### src/rtl/sc_playfield_scroller_pkg.sv
// sc_playfield_scroller_pkg: shared FSM encodings and widths for the road game
// (scroller, environment generator and display driver).
package sc_playfield_scroller_pkg;
   typedef enum logic [1:0] {ST_IDLE, ST_RUN, ST_CRASH} state_t;
   localparam int ROW_W   = 8;
   localparam int LEVEL_W = 2;
   localparam int SCORE_W = 8;
   localparam logic [SCORE_W-1:0] SCORE_MAX = '1;
endpackage

### src/rtl/sc_playfield_scroller_if.sv
// sc_playfield_scroller_if: game-side bus of the playfield scroller.
//   START_InLow  start/restart request, active-low level
//   LEVEL_InBus  speed level 0..3
//   ROW_InBus    generated obstacle row, bit i = column i
//   CAR_InBus    player car column
//   ROW_TAKE_Out ROW_InBus consumed this cycle
//   MATRIX_OutBus field, row r at bits [8r+7:8r]
//   CRASH_Out    high while crashed
//   SCORE_OutBus rows scrolled this run, saturating
// master = game/generator side, slave = scroller.
interface sc_playfield_scroller_if
   import sc_playfield_scroller_pkg::*;
#(parameter int ROWS = 8);
   logic                    SC_PLAYFIELD_SCROLLER_START_InLow;
   logic [LEVEL_W-1:0]      SC_PLAYFIELD_SCROLLER_LEVEL_InBus;
   logic [ROW_W-1:0]        SC_PLAYFIELD_SCROLLER_ROW_InBus;
   logic [2:0]              SC_PLAYFIELD_SCROLLER_CAR_InBus;
   logic                    SC_PLAYFIELD_SCROLLER_ROW_TAKE_Out;
   logic [ROWS*ROW_W-1:0]   SC_PLAYFIELD_SCROLLER_MATRIX_OutBus;
   logic                    SC_PLAYFIELD_SCROLLER_CRASH_Out;
   logic [SCORE_W-1:0]      SC_PLAYFIELD_SCROLLER_SCORE_OutBus;
   modport master (
      output SC_PLAYFIELD_SCROLLER_START_InLow, SC_PLAYFIELD_SCROLLER_LEVEL_InBus,
             SC_PLAYFIELD_SCROLLER_ROW_InBus, SC_PLAYFIELD_SCROLLER_CAR_InBus,
      input  SC_PLAYFIELD_SCROLLER_ROW_TAKE_Out, SC_PLAYFIELD_SCROLLER_MATRIX_OutBus,
             SC_PLAYFIELD_SCROLLER_CRASH_Out, SC_PLAYFIELD_SCROLLER_SCORE_OutBus
   );
   modport slave (
      input  SC_PLAYFIELD_SCROLLER_START_InLow, SC_PLAYFIELD_SCROLLER_LEVEL_InBus,
             SC_PLAYFIELD_SCROLLER_ROW_InBus, SC_PLAYFIELD_SCROLLER_CAR_InBus,
      output SC_PLAYFIELD_SCROLLER_ROW_TAKE_Out, SC_PLAYFIELD_SCROLLER_MATRIX_OutBus,
             SC_PLAYFIELD_SCROLLER_CRASH_Out, SC_PLAYFIELD_SCROLLER_SCORE_OutBus
   );
endinterface

### src/rtl/sc_playfield_scroller_tick_divider.sv
// sc_tick_divider: scroll-rate divider, period = TICK_BASE >> level (min 1).
//   clk_i, rst_i  clock, async active-high reset
//   clr_i         force count to 0
//   en_i          count enable; count held at 0 while low
//   level_i       speed level, sampled every cycle
//   tick_o        terminal-count pulse (combinational on count/level)
module sc_tick_divider
   import sc_playfield_scroller_pkg::*;
#(parameter int TICK_BASE = 12_500_000) (
   input  logic               clk_i,
   input  logic               rst_i,
   input  logic               clr_i,
   input  logic               en_i,
   input  logic [LEVEL_W-1:0] level_i,
   output logic               tick_o
);
   localparam int CW = $clog2(TICK_BASE + 1);
   logic [CW-1:0] cnt_q, cnt_d, last;
   logic [31:0]   period;
   // A level change that leaves the count at or past the new terminal value
   // fires immediately instead of wrapping through the counter range.
   always_comb begin
      period = 32'(TICK_BASE) >> level_i;
      last   = period > 32'd1 ? CW'(period - 32'd1) : '0;
      tick_o = en_i && cnt_q >= last;
      cnt_d  = (clr_i || !en_i || tick_o) ? '0 : cnt_q + 1'b1;
   end
   always_ff @(posedge clk_i or posedge rst_i)
      if (rst_i) cnt_q <= '0;
      else       cnt_q <= cnt_d;
endmodule

### src/rtl/sc_playfield_scroller.sv
// sc_playfield_scroller: ROWSx8 road playfield fed one generated row per scroll tick.
//   SC_PLAYFIELD_SCROLLER_CLOCK_50      50 MHz clock
//   SC_PLAYFIELD_SCROLLER_RESET_InHigh  async active-high reset
//   bus (slave)                         start/level/row/car in; take/matrix/crash/score out
// Build option: PLAYFIELD_INVINCIBLE_EN disables collision (never crashes).
module sc_playfield_scroller
   import sc_playfield_scroller_pkg::*;
#(
   parameter int ROWS      = 8,
   parameter int TICK_BASE = 12_500_000
) (
   input logic                    SC_PLAYFIELD_SCROLLER_CLOCK_50,
   input logic                    SC_PLAYFIELD_SCROLLER_RESET_InHigh,
   sc_playfield_scroller_if.slave bus
);
   state_t                      state_q, state_d;
   logic [ROWS-1:0][ROW_W-1:0]  mat_q, mat_d;
   logic [SCORE_W-1:0]          score_q, score_d;
   logic                        tick, hit, take, enter;
   sc_tick_divider #(.TICK_BASE(TICK_BASE)) u_div (
      .clk_i   (SC_PLAYFIELD_SCROLLER_CLOCK_50),
      .rst_i   (SC_PLAYFIELD_SCROLLER_RESET_InHigh),
      .clr_i   (enter),
      .en_i    (state_q == ST_RUN),
      .level_i (bus.SC_PLAYFIELD_SCROLLER_LEVEL_InBus),
      .tick_o  (tick)
   );
`ifdef PLAYFIELD_INVINCIBLE_EN
   assign hit = 1'b0;
`else
   // Checked every cycle so a sideways move into an obstacle also crashes.
   assign hit = state_q == ST_RUN && mat_q[ROWS-1][bus.SC_PLAYFIELD_SCROLLER_CAR_InBus];
`endif
   assign enter = state_q != ST_RUN && !bus.SC_PLAYFIELD_SCROLLER_START_InLow;
   // Collision wins over a coincident tick: the row is not consumed.
   assign take  = tick && !hit;
   always_comb begin
      state_d = state_q;
      mat_d   = mat_q;
      score_d = score_q;
      if (enter) begin
         state_d = ST_RUN;
         mat_d   = '0;
         score_d = '0;
      end else if (hit) begin
         state_d = ST_CRASH;
      end else if (take) begin
         mat_d   = {mat_q[ROWS-2:0], bus.SC_PLAYFIELD_SCROLLER_ROW_InBus};
         score_d = score_q == SCORE_MAX ? score_q : score_q + 1'b1;
      end
   end
   always_ff @(posedge SC_PLAYFIELD_SCROLLER_CLOCK_50 or posedge SC_PLAYFIELD_SCROLLER_RESET_InHigh)
      if (SC_PLAYFIELD_SCROLLER_RESET_InHigh) begin
         state_q <= ST_IDLE;
         mat_q   <= '0;
         score_q <= '0;
      end else begin
         state_q <= state_d;
         mat_q   <= mat_d;
         score_q <= score_d;
      end
   assign bus.SC_PLAYFIELD_SCROLLER_ROW_TAKE_Out  = take;
   assign bus.SC_PLAYFIELD_SCROLLER_MATRIX_OutBus = mat_q;
   assign bus.SC_PLAYFIELD_SCROLLER_CRASH_Out     = state_q == ST_CRASH;
   assign bus.SC_PLAYFIELD_SCROLLER_SCORE_OutBus  = score_q;
endmodule
### src/flat_wrapper.sv
// flat-port wrapper written by rule: the top's interface ports become plain ports
module sc_playfield_scroller_flat import sc_playfield_scroller_pkg::*;
#(
   parameter int ROWS      = 8,
   parameter int TICK_BASE = 12_500_000
)
  (SC_PLAYFIELD_SCROLLER_CLOCK_50, SC_PLAYFIELD_SCROLLER_RESET_InHigh, bus_SC_PLAYFIELD_SCROLLER_START_InLow, bus_SC_PLAYFIELD_SCROLLER_LEVEL_InBus, bus_SC_PLAYFIELD_SCROLLER_ROW_InBus, bus_SC_PLAYFIELD_SCROLLER_CAR_InBus, bus_SC_PLAYFIELD_SCROLLER_ROW_TAKE_Out, bus_SC_PLAYFIELD_SCROLLER_MATRIX_OutBus, bus_SC_PLAYFIELD_SCROLLER_CRASH_Out, bus_SC_PLAYFIELD_SCROLLER_SCORE_OutBus);
  sc_playfield_scroller_if #(.ROWS(ROWS)) bus_i ();
  input logic SC_PLAYFIELD_SCROLLER_CLOCK_50;
  input logic SC_PLAYFIELD_SCROLLER_RESET_InHigh;
  input wire logic [$bits(bus_i.SC_PLAYFIELD_SCROLLER_START_InLow)-1:0] bus_SC_PLAYFIELD_SCROLLER_START_InLow;
  input wire logic [$bits(bus_i.SC_PLAYFIELD_SCROLLER_LEVEL_InBus)-1:0] bus_SC_PLAYFIELD_SCROLLER_LEVEL_InBus;
  input wire logic [$bits(bus_i.SC_PLAYFIELD_SCROLLER_ROW_InBus)-1:0] bus_SC_PLAYFIELD_SCROLLER_ROW_InBus;
  input wire logic [$bits(bus_i.SC_PLAYFIELD_SCROLLER_CAR_InBus)-1:0] bus_SC_PLAYFIELD_SCROLLER_CAR_InBus;
  output wire logic [$bits(bus_i.SC_PLAYFIELD_SCROLLER_ROW_TAKE_Out)-1:0] bus_SC_PLAYFIELD_SCROLLER_ROW_TAKE_Out;
  output wire logic [$bits(bus_i.SC_PLAYFIELD_SCROLLER_MATRIX_OutBus)-1:0] bus_SC_PLAYFIELD_SCROLLER_MATRIX_OutBus;
  output wire logic [$bits(bus_i.SC_PLAYFIELD_SCROLLER_CRASH_Out)-1:0] bus_SC_PLAYFIELD_SCROLLER_CRASH_Out;
  output wire logic [$bits(bus_i.SC_PLAYFIELD_SCROLLER_SCORE_OutBus)-1:0] bus_SC_PLAYFIELD_SCROLLER_SCORE_OutBus;
  assign bus_i.SC_PLAYFIELD_SCROLLER_START_InLow = bus_SC_PLAYFIELD_SCROLLER_START_InLow;
  assign bus_i.SC_PLAYFIELD_SCROLLER_LEVEL_InBus = bus_SC_PLAYFIELD_SCROLLER_LEVEL_InBus;
  assign bus_i.SC_PLAYFIELD_SCROLLER_ROW_InBus = bus_SC_PLAYFIELD_SCROLLER_ROW_InBus;
  assign bus_i.SC_PLAYFIELD_SCROLLER_CAR_InBus = bus_SC_PLAYFIELD_SCROLLER_CAR_InBus;
  assign bus_SC_PLAYFIELD_SCROLLER_ROW_TAKE_Out = bus_i.SC_PLAYFIELD_SCROLLER_ROW_TAKE_Out;
  assign bus_SC_PLAYFIELD_SCROLLER_MATRIX_OutBus = bus_i.SC_PLAYFIELD_SCROLLER_MATRIX_OutBus;
  assign bus_SC_PLAYFIELD_SCROLLER_CRASH_Out = bus_i.SC_PLAYFIELD_SCROLLER_CRASH_Out;
  assign bus_SC_PLAYFIELD_SCROLLER_SCORE_OutBus = bus_i.SC_PLAYFIELD_SCROLLER_SCORE_OutBus;
  sc_playfield_scroller #(.ROWS(ROWS), .TICK_BASE(TICK_BASE)) u_core (.SC_PLAYFIELD_SCROLLER_CLOCK_50(SC_PLAYFIELD_SCROLLER_CLOCK_50), .SC_PLAYFIELD_SCROLLER_RESET_InHigh(SC_PLAYFIELD_SCROLLER_RESET_InHigh), .bus(bus_i));
endmodule
### config.mk
export PLATFORM = sky130hd
export DESIGN_NAME = sc_playfield_scroller_flat
export DESIGN_NICKNAME = d
export VERILOG_FILES = /design/src/rtl/sc_playfield_scroller_pkg.sv /design/src/rtl/sc_playfield_scroller_if.sv /design/src/rtl/sc_playfield_scroller_tick_divider.sv /design/src/rtl/sc_playfield_scroller.sv /design/src/flat_wrapper.sv
export SDC_FILE = /design/constraint.sdc
export NUM_CORES = 1
export LEC_CHECK = 0
export BUFFER_PORTS_ARGS = -buffer_cell sky130_fd_sc_hd__buf_2
export CORE_MARGIN = 2
export CORE_UTILIZATION = 55
export DETAILED_ROUTE_END_ITERATION = 16
export PLACE_DENSITY_LB_ADDON = 0.1
export SETUP_SLACK_MARGIN = 0.4
export SYNTH_ARGS = -nofsm -noshare
export SYNTH_HDL_FRONTEND = slang
export SYNTH_SLANG_ARGS = --single-unit
### constraint.sdc
create_clock -name SC_PLAYFIELD_SCROLLER_CLOCK_50 -period 3.5 [get_ports SC_PLAYFIELD_SCROLLER_CLOCK_50]
set_clock_uncertainty 0.2 [all_clocks]
set_input_delay 0.35 -clock SC_PLAYFIELD_SCROLLER_CLOCK_50 [delete_from_list [all_inputs] [get_ports SC_PLAYFIELD_SCROLLER_CLOCK_50]]
set_output_delay 0.35 -clock SC_PLAYFIELD_SCROLLER_CLOCK_50 [all_outputs]
set_load 0.02 [all_outputs]
* After elaboration in Yosys (flattened, before gate mapping)
Cells that the tools add are included.
** Operators by class
- Reduce and logical (&&, ||, !) cells :: 13
- Magnitude comparators :: 3
- Shift-type cells :: 1
- Add/sub/neg operators :: 3
- Eq/ne operators :: 6
- Multiplexer cells :: 13
** Operator list (count)
- 64-bit 2-to-1 mux :: 3
- 24-bit 2-to-1 mux :: 2
- 32-bit by 1-bit greater-than comparator with 1-bit output (second input constant) :: 1
- 8-bit 2-to-1 mux :: 4
- 24-bit by 2-bit right shift with 32-bit output (first input constant) :: 1
- 24-bit by 1-bit adder with 24-bit output (second input constant) :: 1
- 24-bit >= comparator :: 1
- 24-bit by 1-bit subtractor with 24-bit output (second input constant) :: 1
- 8-bit by 1-bit adder with 8-bit output (second input constant) :: 1
- 8-bit equality test (second input constant) :: 1
- 1-bit logical AND :: 4
- 3-bit by 4-bit less-than comparator with 1-bit output (second input constant) :: 1
- 2-bit 2-to-1 mux :: 2
- 2-bit inequality test (second input constant) :: 2
- 2-bit nonzero test :: 2
- 1-bit binary-select mux with 3-bit select :: 1
- 1-bit zero test :: 3
- 3-bit AND reduction :: 1
- 2-bit by 1-bit equality test with 1-bit output (second input constant) :: 1
- 2-bit equality test (second input constant) :: 1
- 1-bit logical OR :: 2
- 2-bit by 1-bit inequality test with 1-bit output (second input constant) :: 1
- 2-bit AND reduction :: 1
- 1-bit 2-to-1 mux :: 1
** Storage, ports and cells
- Bits in registers :: 98
- Bits of input ports :: 16
- Logic and storage cells :: 50
- Output and inout port bits :: 74

* Depth between registers and ports, before layout
Gate-level depths: netlist of run 1.
- Word-level depth :: 9
- Depth in mapped cells :: 15
- Mapped depth without buffers :: 12

* Hierarchy
Synthesis of run 1 repeated with hierarchy kept, for this count alone.
** Unflattened totals
- Cells, all modules :: 550
- Area, all modules :: 5028.6 µm²
** Modules (own cells, without submodules)
- sc_playfield_scroller :: seq. area each 1851.8 µm², area an instance 3235.6 µm², cells each 354, times used 1
- sc_tick_divider :: seq. area each 600.6 µm², area an instance 1793.0 µm², cells each 196, times used 1

* Worst setup path before layout of run 1
Ideal clock, no wire load.
- Path type :: input -> output
- Start :: input bus_SC_PLAYFIELD_SCROLLER_LEVEL_InBus[0]
- End :: output bus_SC_PLAYFIELD_SCROLLER_ROW_TAKE_Out
- Setup slack :: 0.769 ns
- Path buffers :: 3
- Stages :: 13
- Arrival time :: 2.181 ns
- Data required time :: 2.950 ns
- Path through :: inv_1 > nor2_1 > inv_1 > ha_1 > clkbuf_1 > ha_1 > o21ai_0 > a21oi_1 > a21oi_1 > o211ai_1 > and2_4 > buf_8 > buf_12
** On the way
- Cells in the longest elaborated chain, start to end :: 6
- Elaborated cells between the ends (all ways) :: 7
- Those cells by class :: add/sub: 1; order compare: 2; shift: 1; mux: 1; reduce/logical: 2
** Ends and longest elaborated chain
- start, declared :: line flat_wrapper.sv:12 : input wire logic [$bits(bus_i.SC_PLAYFIELD_SCROLLER_LEVEL_InBus)-1:0] bus_SC_PLAYFIELD_SCROLLER_LEVEL_InBus;
- 24-bit by 2-bit right shift with 32-bit output * :: line sc_playfield_scroller_tick_divider.sv:23 : period = 32'(TICK_BASE) >> level_i;
- 32-bit by 1-bit greater-than comparator with 1-bit output or 24-bit by 1-bit subtractor with 24-bit output (tied branches) :: line sc_playfield_scroller_tick_divider.sv:24 : last = period > 32'd1 ? CW'(period - 32'd1) : '0;
- 24-bit 2-to-1 mux * :: line sc_playfield_scroller_tick_divider.sv:24
- 24-bit >= comparator * :: line sc_playfield_scroller_tick_divider.sv:25 : tick_o = en_i && cnt_q >= last;
- 1-bit logical AND * :: line sc_playfield_scroller_tick_divider.sv:25
- 1-bit logical AND * :: line sc_playfield_scroller.sv:36 : assign take = tick && !hit;
- end, declared :: line flat_wrapper.sv:15 : output wire logic [$bits(bus_i.SC_PLAYFIELD_SCROLLER_ROW_TAKE_Out)-1:0] bus_SC_PLAYFIELD_SCROLLER_ROW_TAKE_Out ...
Mark *: on every way between the ends. The rest lies on a longest branch, timed or not.

* Worst setup path in the final report of run 1
- Start :: input bus_SC_PLAYFIELD_SCROLLER_LEVEL_InBus[1]
- End :: output bus_SC_PLAYFIELD_SCROLLER_ROW_TAKE_Out
The elaborated chain is that of the path after synthesis.

==> implementation parameters, run 1 <==
Parameter                              Value

STA
  Final critical path time including I/O delays and setup ... 2.91 ns
  Worst slew margin ... 45.3%
  Post-route setup TNS ... 0 ns
  Max frequency ... 344 MHz
  Setup repair after global routing missed its margin ... false
  Slew of the pin with the lowest slew margin ... 0.821 ns
  Fraction of the cycle the final worst path needs ... 83.1%
  Max-slew violations ... 0
  Setup violation total in the final timing report ... 0
  Final number of hold-violating endpoints ... 0
  Final critical-path setup slack ... 0.591 ns

CTS
  Root buf cell ... clkbuf_8
  Clock-pin slew on the worst setup and hold paths ... around 0.10 ns
  TritonCTS buffer count ... 9
  Htree depth ... 3
  Latest clock arrival within the worst-skew pair ... ~0.36 ns
  Buffer levels on the longest clock path ... 2
  # clock sinks ... 98
  Clock tree from TritonCTS ... done

Pwr
  Peak VDD IR ... 190 µV
  Final Total Pwr ... roughly 2100 µW
  Leak pwr ... 0.00295 µW
  Pwr/cell area ... 361 nW/µm²

Synth
  Synthesis warning total ... 0
  Synth Instances ... roughly 540
  Top flip-flop cell by instance count after synthesis ... dfrtp_1
  Cell Area, Synth ... roughly 5000 µm²
  Flip-flop and latch count after synthesis ... 98
  Post-synth cell types ... 42
  Async set or reset register ratio after synthesis ... 100%
  Count of flip-flops with a built-in enable after synthesis ... 0
  Seq/Total Area, Yosys ... 48.5%
  Average cell area after synthesis ... 9.35 µm²

GRT
  Vias in the first global route ... 3,803
  Global-route wire length before repair ... 18,900 µm
  Total GRT Usage ... roughly a quarter
  Grt ovf ... 0
  Maximum number of pins on one net before global-route repair ... 68
  Initial antenna violation count ... 0

Die
  Effective utilization at floorplan ... 57.5%
  Die width ... approximately 100 µm
  IO Pins ... 90
  Core box area ... 8810 µm²
  Die outline area ... 9980 µm²
  Die height ... 99.9 µm
  Number of standard-cell rows in the floorplan ... 34

Detailed routing
  Count of vias placed by the detailed router ... 4,127
  Detailed Route WL ... 11,300 µm
  Violation count after the first detailed-routing iteration ... between 200 and 300
  Detailed-route DRC error count ... 0
  Routed wirelength normalized by instance count ... 15.3 µm
  Number of nets with antenna violations after detailed routing ... 0
  Number of vias per cell after detailed routing ... 5.61
  First drt pass iteration count ... 5

Worst setup path
  CP peak stage delay ... about 0.29 ns
  Worst setup startpoint ... bus_SC_PLAYFIELD_SCROLLER_LEVEL_InBus[1]
  Cell breakdown of the critical path ... buf_2 -> inv_1 -> nor2_4 -> inv_1 -> ha_1 -> ha_1 -> o21ai_0 -> a21oi_1 -> a21oi_1 -> o211ai_1 -> and2_4 -> buf_2
  Endpoint kind of the worst setup timing path ... primary output
  Required time worst endpoint ... about 3.0 ns
  Kind of start point of the critical path ... primary input
  Arr. time, crit path ... ~2.4 ns
  Minimum setup slack among reg-to-reg paths ... between 0.8 and 0.9 ns
  Critical path type ... primary input to primary output
  Cell at the slowest stage of the critical path ... ha_1
  Number of cell instances on the worst register-to-register path ... 9
  Maximum fanout along the worst path ... 5
  Launch point of the worst reg-to-reg path ... u_core.u_div.cnt_q[19]

Run
  Max-cap violations ... 0

Placement
  Detailed Place HPWL ... 7450 µm
  DP Cell Count ... 712
  Routability cong. ... slightly below 0.9
  Minimum setup slack after placement ... 0.0971 ns
  Count of buffers from port buffering ... 89

Cells and area
  Highest-count cells in the layout ignoring fill and taps ... dfrtp_1, nand2_1, buf_2
  FF+latch area ... about 2500 µm²
  Core utilization of the finished layout ... 65.8%
  Fill cell total of the finished layout ... 761
  Share of cells above drive strength 1 ... a little under a quarter
  Number of nets in the finished design ... 665
  Most common cell after layout, fill and taps aside ... dfrtp_1
  Area of the multi-input gates ... 2360 µm²
  # diodes ... 0
  Post-route non-filler standard cell count ... around 740
  Area growth from synthesis to layout ... 14.5%

Outcome
  Status ... completed

Min path
  Tightest Hold Check Type ... primary input to flip-flop
  Cells on Worst Hold Path ... 3
  Hold Startpoint ... bus_SC_PLAYFIELD_SCROLLER_ROW_InBus[3]
==> logic make-up after synthesis <==
| family | count (synthesis) | share of synthesized area, % |
|---|---|---|
| AND/OR/NAND/NOR | 239 | 21.7 |
| adder cells (fa/ha/maj) | 27 | 6.68 |
| multiplexers | 7 | 2.03 |
| flip-flops | 98 | 48.5 |
| other | 2 | 0.148 |
| buffers and inverters | 50 | 5.56 |
| AO/OA/AOI/OAI | 96 | 11.6 |
| XOR/XNOR | 22 | 3.81 |
==> cell usage after synthesis (2+ instances only) <==
master    instances  share of area (%)
nor2_1           33                2.4
clkbuf_2          4               0.40
clkbuf_1         15                1.1
buf_2            12                1.2
nand2b_1          4               0.49
buf_6             3               0.67
a21oi_1          13                1.3
buf_12            2               0.79
and3_1           14                1.7
conb_1            2               0.15
inv_1            11               0.82
xnor2_1           6                1.0
dfrtp_1          98                 48
nand2_1          94                7.0
and4_1            3               0.52
o21ai_0          53                5.2
a211oi_1          2               0.30
mux2i_1           4               0.79
xor2_1           16                2.8
ha_1             27                6.7
o21ai_2          19                3.3
nand4_1          10                1.2
nand3_1          71                7.0
a31oi_1           3               0.37
nor2b_1           2               0.25
buf_4             2               0.30
and2_1            3               0.37
==> worst max path at each step <==
stage	endpoint	slack (ns)
global route	bus_SC_PLAYFIELD_SCROLLER_ROW_TAKE_Out	0.41
floorplan	bus_SC_PLAYFIELD_SCROLLER_ROW_TAKE_Out	0.77
detailed placement	flip-flop	0.1
global placement	bus_SC_PLAYFIELD_SCROLLER_ROW_TAKE_Out	0.18
CTS	bus_SC_PLAYFIELD_SCROLLER_ROW_TAKE_Out	0.45
finish	bus_SC_PLAYFIELD_SCROLLER_ROW_TAKE_Out	0.59
==> flip-flops by register name (all words and copies together), names as in the netlist <==
register / cells
u_core.bus.SC_PLAYFIELD_SCROLLER_SCORE_OutBus: 8
u_core.state_q: 2
u_core.u_div.cnt_q: 24
u_core.bus.SC_PLAYFIELD_SCROLLER_MATRIX_OutBus: 64
==> layer usage <==
layer  part of all wire [%]  up-vias  track usage [%]  wire length, µm
li1                       -     2021                -                -
met1                     48     1963             36.1             5380
met2                     46      132             33.9             5150
met3                    5.4       11             3.83              609
met4                   0.96        0             6.64              108
met5                      0        -                0                0
==> stage by stage <==
stage	hold slack (ns)	cell area, µm²
detailed placement	0.303	5540
CTS	0.00226	5760
global route	0.0114	5790
finish	0.0167	5790
global placement	0.290	5540
floorplan	0.269	5080
==> critical path, delay by kind of cell <==
| family | cells | cell delay, ns |
|---|---|---|
| simple gates | 2 | 0.42 |
| compound gates | 4 | 0.55 |
| buf+inv | 4 | 0.47 |
| fa+ha+maj | 2 | 0.56 |
==> cell type report <==
cell class | instances | share of cell area [%]
timing repair buffer | 105 | 10.8
multi-input combinational | 397 | 40.7
clock inverter | 6 | 0.886
sequential | 98 | 42.3
tap | 108 | 2.33
inverter | 11 | 0.778
clock buffer | 10 | 2.20
==> repair_timing <==
item                                    in CTS  in global routing
pin swaps                                    1                  4
hold buffers                                 3                  0
hold endpoints to repair                    33                  0
setup buffers                                1                  3
endpoints found under the setup margin       1                  1
resized for setup                            1                  2
==> power by group <==
group | switching, µW | internal (µW) | total [µW]
sequential | 38.2 | 1160 | 1200
clock | 411 | 268 | 679
combinational | 135 | 81.0 | 216
Note: power is estimated with default switching activity, not from simulation.
==> run 2, diff against run 1 <==
==> constraint.sdc (replaced) <==
create_clock -name SC_PLAYFIELD_SCROLLER_CLOCK_50 -period 2.8 [get_ports SC_PLAYFIELD_SCROLLER_CLOCK_50]
set_clock_uncertainty 0.2 [all_clocks]
set_input_delay 0.28 -clock SC_PLAYFIELD_SCROLLER_CLOCK_50 [delete_from_list [all_inputs] [get_ports SC_PLAYFIELD_SCROLLER_CLOCK_50]]
set_output_delay 0.28 -clock SC_PLAYFIELD_SCROLLER_CLOCK_50 [all_outputs]
set_load 0.02 [all_outputs]
==> run 2 against run 1 <==
Compared with the run above: cell count is 6.8% higher; utilization is 17 points higher; die area unchanged; first-iteration DRC count rose by 4.9%; combinational power is 120% higher; global-route usage grew 6.3 points; worst hold slack improved by 0.12 ns; flip-flop and latch count stayed put; critical path depth is 1 higher; total power grew 35%; non-clock buffer count increased by 50.
==> implementation parameters, run 2 (synthesized netlist as in run 1, its figures left out) <==
Parameter                              Value

Worst setup path
  Number of cell instances on the worst register-to-register path ... 13
  Launch point of the worst reg-to-reg path ... u_core.u_div.cnt_q[0]
  Critical path type ... flip-flop to flip-flop
  Endpoint kind of the worst setup timing path ... flip-flop
  Arr. time, crit path ... 2.77 ns
  Required time worst endpoint ... 2.86 ns
  Maximum fanout along the worst path ... 7
  Minimum setup slack among reg-to-reg paths ... 0.08 ns
  FF-to-FF End ... u_core.bus.SC_PLAYFIELD_SCROLLER_SCORE_OutBus[1]
  Kind of start point of the critical path ... flip-flop

Die
  Core box area ... 8810 µm²
  Effective utilization at floorplan ... between 50% and 60%
  Die width ... 99.9 µm
  IO Pins ... 90
  Number of standard-cell rows in the floorplan ... 34
  Die outline area ... 9980 µm²
  Die height ... 99.9 µm

Outcome
  Status ... completed

Detailed routing
  First drt pass iteration count ... 5
  Detailed-route DRC error count ... 0
  Number of nets with antenna violations after detailed routing ... 0
  Detailed Route WL ... roughly 15,000 µm
  Number of vias per cell after detailed routing ... ~5.9
  Routed wirelength normalized by instance count ... 19.1 µm
  Count of vias placed by the detailed router ... 4,657
  Violation count after the first detailed-routing iteration ... 299

GRT
  Layer with the highest usage after global routing ... met2
  Initial antenna violation count ... 0
  Global-route wire length before repair ... approximately 23,000 µm
  Met3 layer usage reported by global route ... 5.36%
  Vias in the first global route ... 4,555
  Total GRT Usage ... 29.6%
  Grt ovf ... 0
  Maximum number of pins on one net before global-route repair ... 60
  Met1 GRT Util ... 41.6%
  Met2 Track Usage GR ... 46.0%

CTS
  TritonCTS buffer count ... 9
  Root buf cell ... clkbuf_8
  # clock sinks ... 98
  Latest clock arrival within the worst-skew pair ... 0.37 ns
  Buffer levels on the longest clock path ... 2
  Clock-pin slew on the worst setup and hold paths ... 0.10 ns
  Clock tree from TritonCTS ... done
  Htree depth ... 3

Run
  Max-cap violations ... 0

Min path
  Worst Hold Endpoint ... u_core.state_q[1]
  Tightest Hold Check Type ... primary input to flip-flop
  Hold Startpoint ... bus_SC_PLAYFIELD_SCROLLER_CAR_InBus[2]
  Cells on Worst Hold Path ... 3

STA
  Max frequency ... 368 MHz
  Final number of hold-violating endpoints ... 0
  Slew of the pin with the lowest slew margin ... 0.596 ns
  Setup repair after global routing missed its margin ... true
  Max-slew violations ... 0
  Worst slew margin ... between 60 and 70%
  Final critical path time including I/O delays and setup ... 2.72 ns
  Post-route setup TNS ... 0 ns
  Fraction of the cycle the final worst path needs ... 97.0%
  Setup violation total in the final timing report ... 0

Cells and area
  Highest-count cells in the layout ignoring fill and taps ... dfrtp_1, nand2_1, buf_2
  # diodes ... 0
  Number of nets in the finished design ... 715
  Share of cells above drive strength 1 ... between 40% and 50%
  Max reg flops ... 64
  Area growth from synthesis to layout ... 43.4%
  Most common cell after layout, fill and taps aside ... dfrtp_1
  Post-route cell area ... between 7000 and 8000 µm²

Pwr
  Leak pwr ... 0.00340 µW
  Share of total power in sequential cells ... 52.8%
  Fraction of power spent switching nets ... 29.7%
  Switching power ... 841 µW
  Pwr/cell area ... 390 nW/µm²
  Share of power burned in the clock network ... 30.6%
  Gate power share ... 16.6%
  Peak VDD IR ... 299 µV
  Cell internal pwr ... 1990 µW

Placement
  Placed cell area ... 5650 µm²
  Detailed Place HPWL ... 8080 µm
  Routability cong. ... 0.864
  Count of buffers from port buffering ... 89
[run 2: cell types whose count changed in the layout (fill, tap and decap cells not counted), sizes merged]
cell / previous run / this run
buf: 102 / 143
bufbuf: 0 / 1
clkinvlp: 4 / 1
dlygate4sd3: 3 / 10
inv: 12 / 13
clkinv: 1 / 4
[run 2: power by group through the flow]
stage | Sequential [µW] | Clock (µW) | Combinational (µW)
floorplan | 1510 | 0 | 213
global placement | 1520 | 0 | 272
detailed placement | 1520 | 0 | 281
CTS | 1490 | 875 | 375
global route | 1500 | 939 | 515
finish | 1500 | 867 | 469
[run 2: worst max-delay path by stage]
| stage | startpoint | end | cells after the start |
|---|---|---|---|
| floorplan | bus_SC_PLAYFIELD_SCROLLER_LEVEL_InBus[0] | u_core.u_div.cnt_q[0] | 14 |
| global placement | bus_SC_PLAYFIELD_SCROLLER_LEVEL_InBus[0] | bus_SC_PLAYFIELD_SCROLLER_ROW_TAKE_Out | 12 |
| detailed placement | bus_SC_PLAYFIELD_SCROLLER_LEVEL_InBus[0] | flip-flop | 13 |
| CTS | u_core.u_div.cnt_q[16] | bus_SC_PLAYFIELD_SCROLLER_ROW_TAKE_Out | 8 |
| global route | u_core.u_div.cnt_q[19] | u_core.bus.SC_PLAYFIELD_SCROLLER_SCORE_OutBus[3] | 12 |
| finish | u_core.u_div.cnt_q[0] | u_core.bus.SC_PLAYFIELD_SCROLLER_SCORE_OutBus[1] | 13 |
[run 2: cell type report]
class | count | area (µm²)
Multi-Input combinational cell | 397 | 2930
Sequential cell | 98 | 2450
Fill cell | 493 | 1550
Timing Repair Buffer | 155 | 1500
Tap cell | 108 | 135
Clock buffer | 9 | 124
Clock inverter | 7 | 61.3
Inverter | 11 | 57.6
[run 2: routing by layer]
layer	share of wire [%]	vias up
li1	-	2132
met1	44	2317
met2	48	178
met3	5.8	30
met4	2.5	0
met5	0	-
[run 2: worst max-delay path, cell delays in order, from the launching register on]
cell	delay, ns
dfrtp_1	0.40
inv_1	0.06
ha_1	0.22
nand2b_4	0.14
a2111o_1	0.37
a21oi_2	0.12
o211ai_1	0.12
buf_4	0.16
buf_4	0.13
buf_8	0.12
buf_12	0.14
buf_6	0.11
and3_4	0.13
a31o_1	0.18
[run 2: metrics by stage]
stage	instances	worst slack (ns)	total power, µW	utilization, %	hold slack [ns]
floorplan	545	0.320	1720	-	0.201
global placement	719	-0.0222	1800	64.2	0.166
detailed placement	719	-0.0739	1810	64.2	0.189
CTS	778	0.0936	2740	77.7	0.0845
global route	785	-0.0671	2950	82.4	0.136
finish	785	0.0842	2830	82.4	0.133
[run 2: repair_timing]
action | in CTS | in global routing
resized for setup | 137 | 74
pin swaps | 23 | 15
setup buffers | 19 | 6
cloned | 14 | 1
hold endpoints to repair | 33 | 0
hold buffers | 10 | 0
endpoints found under the setup margin | 97 | 97
